## src/rtl/hazard_control_unit.sv

```systemverilog
// hazard_control_unit: load-use stall, branch flush, operand forwarding and event counters for the 5-stage pipeline
module hazard_control_unit #(
    parameter int FLUSH_CYCLES = 1,
    parameter int CNT_WIDTH    = 16
) (
    input  logic                 clk,
    input  logic                 reset,
    input  logic [3:0]           id_rn,
    input  logic [3:0]           id_rm,
    input  logic [3:0]           id_rd_src,
    input  logic                 id_use_rn,
    input  logic                 id_use_rm,
    input  logic                 id_use_rd,
    input  logic                 id_branch_taken,
    input  logic [3:0]           ex_rd,
    input  logic                 ex_reg_write,
    input  logic                 ex_mem_to_reg,
    input  logic [3:0]           mem_rd,
    input  logic                 mem_reg_write,
    input  logic [3:0]           wb_rd,
    input  logic                 wb_reg_write,
    output logic                 pc_enable,
    output logic                 if_id_enable,
    output logic                 if_id_flush,
    output logic                 cu_mux_select,
    output logic [1:0]           fwd_a,
    output logic [1:0]           fwd_b,
    output logic [1:0]           fwd_c,
    output logic [CNT_WIDTH-1:0] stall_count,
    output logic [CNT_WIDTH-1:0] flush_count
);
    typedef enum logic {RUN, FLUSH} state_t;
    state_t     state, state_nx;
    logic [2:0] flush_left, flush_left_nx;
    logic       luh;
    function automatic logic [1:0] fwd_sel(input logic [3:0] s, input logic u);
        return (!u || s == 4'd15) ? 2'b00 :
               (ex_reg_write && !ex_mem_to_reg && s == ex_rd) ? 2'b01 :
               (mem_reg_write && s == mem_rd) ? 2'b10 :
               (wb_reg_write && s == wb_rd) ? 2'b11 : 2'b00;
    endfunction
    assign luh = ex_reg_write && ex_mem_to_reg && ex_rd != 4'd15 &&
                 ((id_use_rn && id_rn == ex_rd) || (id_use_rm && id_rm == ex_rd) ||
                  (id_use_rd && id_rd_src == ex_rd));
    always_comb begin
        pc_enable     = 1'b1;
        if_id_enable  = 1'b1;
        if_id_flush   = 1'b0;
        cu_mux_select = 1'b0;
        state_nx      = state;
        flush_left_nx = flush_left;
        fwd_a         = reset ? 2'b00 : fwd_sel(id_rn, id_use_rn);
        fwd_b         = reset ? 2'b00 : fwd_sel(id_rm, id_use_rm);
        fwd_c         = reset ? 2'b00 : fwd_sel(id_rd_src, id_use_rd);
        if (reset) begin
            state_nx      = RUN;
            flush_left_nx = 3'd0;
        end else if (state == FLUSH) begin
            if_id_flush   = 1'b1;
            cu_mux_select = 1'b1;
            flush_left_nx = (flush_left == 3'd0) ? 3'd0 : flush_left - 3'd1;
            state_nx      = (flush_left <= 3'd1) ? RUN : FLUSH;
        end else if (luh) begin
            pc_enable     = 1'b0;
            if_id_enable  = 1'b0;
            cu_mux_select = 1'b1;
        end else if (id_branch_taken) begin
            if_id_flush = 1'b1;
            if (FLUSH_CYCLES > 1) begin
                state_nx      = FLUSH;
                flush_left_nx = 3'(FLUSH_CYCLES - 1);
            end
        end
    end
    // stalls are counted only when RUN actually honours the hazard
    always_ff @(posedge clk or posedge reset) begin
        if (reset) begin
            state       <= RUN;
            flush_left  <= 3'd0;
            stall_count <= '0;
            flush_count <= '0;
        end else begin
            state      <= state_nx;
            flush_left <= flush_left_nx;
            if (state == RUN && luh && stall_count != '1)
                stall_count <= stall_count + 1'b1;
            if (if_id_flush && flush_count != '1)
                flush_count <= flush_count + 1'b1;
        end
    end
endmodule
```

## config.mk

```make
export PLATFORM = sky130hd
export DESIGN_NAME = hazard_control_unit
export DESIGN_NICKNAME = d
export VERILOG_FILES = /design/src/rtl/hazard_control_unit.sv
export SDC_FILE = /design/constraint.sdc
export NUM_CORES = 1
export LEC_CHECK = 0
export ABC_AREA = 1
export BUFFER_PORTS_ARGS = -buffer_cell sky130_fd_sc_hd__buf_2
export CORE_MARGIN = 8
export CORE_UTILIZATION = 53
export CTS_CLUSTER_SIZE = 30
export DETAILED_ROUTE_END_ITERATION = 6
export PLACE_DENSITY = 0.8
export SKIP_CTS_REPAIR_TIMING = 1
export SKIP_LAST_GASP = 1
export SLEW_MARGIN = 10
export SYNTH_ARGS = -nofsm -noshare
export SYNTH_HDL_FRONTEND = slang
export SYNTH_SLANG_ARGS = --single-unit
```

## constraint.sdc

```tcl
create_clock -name clk -period 2.4 [get_ports clk]
set_clock_uncertainty 0.15 [all_clocks]
set_input_delay 0 -clock clk [delete_from_list [all_inputs] [get_ports clk]]
set_output_delay 0 -clock clk [all_outputs]
set_load 0.01 [all_outputs]
```

==> results.sh <==
export IMPL_io_buffers=75
export IMPL_synthCells=421
export IMPL_synth_nets=459
export IMPL_final_antenna_net_count=0
export IMPL_dpl_cell_area_mm2=0.00327
export IMPL_dp_hpwl_mm=6.41
export IMPL_cts_tree="yes"
export IMPL_pre_cts_ws_ps=356
export IMPL_wl_mm=8.09
export IMPL_synth_async_sr_flop_share_pct=100
export IMPL_finalHoldViolations=0
export IMPL_overflow=0
export IMPL_reg2reg_depth=7
export IMPL_fin_nets=538
export IMPL_clk_pin_slew_worst_paths_ps=80
export IMPL_core_mm2=0.00514
export IMPL_synthFlopType="dfrtp_1"
export IMPL_die_w_um=89.1
export IMPL_cts_buffers=5
export IMPL_yosys_area_share_xor_xnor_pct=10.2
export IMPL_synth_edf_count=0
export IMPL_fin_util_pct=65.9
export IMPL_instances_no_fill=571
export IMPL_reg2reg_from="flush_count[0]$_DFFE_PP0P_"
export IMPL_min_period_over_period_pct=86.2
export IMPL_worst_slew_pin_transition_ps=416
export IMPL_ys_top_cells_by_count="nand2_1, inv_1, nor2_1, dfrtp_1, nand3_1"
export IMPL_syn_area_mm2=0.00283
export IMPL_yosys_mux_area_fraction_pct=0
export IMPL_r2r_slack_ps=330
export IMPL_synth_compound_area_share_pct=7.87
export IMPL_num_antenna_cells=0
export IMPL_grt_pass1_vias=2946
export IMPL_crit_path_frequent_cell="nand2_1"
export IMPL_drv_slew=0
export IMPL_r2r_end="flush_count[8]$_DFFE_PP0P_"
export IMPL_die_h_um=89.1
export IMPL_critical_path_startpoint_type="flip-flop"
export IMPL_synthSimpleGateAreaFrac_pct=39.8
export IMPL_cp_max_fo=14
export IMPL_setup_viol_count_final=0
export IMPL_io_pins=76
export IMPL_slew_headroom_pct=71.9
export IMPL_dp_cells=562
export IMPL_avgSynthCellArea_um2=6.72
export IMPL_drive_gt1_share_pct=19.8
export IMPL_root_buffer="clkbuf_8"
export IMPL_rows=26
export IMPL_fmax_mhz=483
export IMPL_holdWs_ps=173
export IMPL_vias=3057
export IMPL_drt_first_pass_iters=5
export IMPL_setup_slack_ps=330
export IMPL_synthTopCellsByArea="dfrtp_1, nand2_1, nand4_1"
export IMPL_synth_largest_area_cell="dfrtp_1"
export IMPL_fin_crit_ps=2070
export IMPL_wire_per_inst_um=14.2
export IMPL_final_cell_area_mm2=0.00339
export IMPL_start_util_pct=55.1
export IMPL_drc=0
export IMPL_end_kind="flip-flop"
export IMPL_cp_arrival_ps=2150
export IMPL_synth_top_family_by_area="simple AND/OR/NAND/NOR gates"
export IMPL_dieArea_mm2=0.00793
export IMPL_power_density_mw_per_mm2=495
export IMPL_ys_types=35
export IMPL_gp_congestion=0.967
export IMPL_drv_cap=0
export IMPL_finalPower_mw=1.68
export IMPL_p_leak_nw=1.79
export IMPL_grt_pass1_wl_mm=13.7
export IMPL_crit_path_cell_trace="ha_1, nand3_1, nor2_2, nand4_2, nand3_2, nand2_1, nand2_1"
export IMPL_finalSetupTns_ps=0
export IMPL_drt_initial_drc_count=273
export IMPL_yosysSeqAreaShare_pct=31.8
export IMPL_viasPerCell=5.35
export IMPL_synth_top_area_share_pct=31.8
export IMPL_clkLatencyLatePin_ps=290
export IMPL_cts_sinks=36
export IMPL_max_stage_delay_ps=450
export IMPL_cp_data_required_time_ps=2480
export IMPL_ys_seq_elements=36
export IMPL_gr_usage_all_layers_pct=21.6
export IMPL_grt_max_degree=28
export IMPL_syn2layout_area_growth_pct=19.7
export IMPL_synth_fa_ha_area_share_pct=1.77
export IMPL_hold_class="in -> async"
export IMPL_critPathKind="reg -> reg"
export IMPL_crit_slowest_cell="dfrtp_1"
export IMPL_yosysMostFrequentCell="nand2_1"
export IMPL_htree_levels=2
export IMPL_outcome="complete, no violations"
export IMPL_clockBufferDepth=2
export IMPL_antenna_found_initial=0
export IMPL_peakVddDrop_mv=0.371
export IMPL_grt_setup_unrepaired="no"
export IMPL_yosysWarnings=0
logic make-up (layout without fill, tap and decap cells):
logic type,count (synthesis),count (layout)
AOI/OAI and AO/OA,36,36
xor gates and xnor gates,33,33
and+or+nand+nor,257,257
buffers and inverters,55,135
adders and majority gates,4,4
DFF,36,36
power breakdown:
group	total, mW	leakage (nW)	switching (mW)	internal (mW)
logic	0.402	1.24	0.237	0.165
registers	0.743	0.494	0.0844	0.658
clock network	0.533	0.0552	0.225	0.309
worst max-delay path: cells and delay by family, from the launching register on:
| family | cells | cell delay [ps] |
|---|---|---|
| fa+ha+maj | 1 | 220 |
| simple gates | 6 | 1200 |
| flops | 1 | 450 |
cell type report:
class / count / area [um2]
Clock buffer: 6 / 72.6
Clock inverter: 2 / 35.0
Fill cell: 490 / 1750
Inverter: 44 / 165
Multi-Input combinational cell: 330 / 1690
Sequential cell: 36 / 901
Tap cell: 70 / 87.6
Timing Repair Buffer: 83 / 438
per-layer routing:
layer  part of all wire, %  vias to the layer above  global-route usage, %
met1                    43                     1378                   26.9
met4                  0.78                        0                   5.74
met5                     0                        -                      0
met2                    49                      128                   36.3
met3                   7.8                        7                   4.96
li1                      -                     1544                      -
state kept, by name, indices dropped and copies added (netlist names):
register     cells
flush_count     16
flush_left       3
stall_count     16
state            1
cell usage in the layout, fill, tap and decap left out, types with 2 or more instances in the layout:
master / count
o31ai_1: 2
inv_1: 38
nor2_1: 39
nand2_1: 142
nor3b_1: 2
o21ai_1: 4
buf_2: 75
o22ai_1: 7
nor3_1: 10
nand3_1: 30
xnor2_1: 17
inv_2: 5
o21ai_0: 6
dfrtp_1: 36
nand3_2: 3
nand4_1: 25
xor2_1: 16
buf_4: 7
clkbuf_8: 5
a21oi_1: 9
ha_1: 4
o221ai_1: 2
worst max path at each step:
stage,start,to,cells past startpoint
global route,flush_count[0]$_DFFE_PP0P_,flush_count[9]$_DFFE_PP0P_,7
detailed placement,flush_count[0]$_DFFE_PP0P_,flush_count[8]$_DFFE_PP0P_,7
global placement,stall_count[0]$_DFFE_PP0P_,stall_count[13]$_DFFE_PP0P_,9
finish,flush_count[0]$_DFFE_PP0P_,flush_count[8]$_DFFE_PP0P_,7
CTS,flush_count[0]$_DFFE_PP0P_,flush_count[8]$_DFFE_PP0P_,7
floorplan,reset,pc_enable,4
Power figures use the tool's default switching activity.
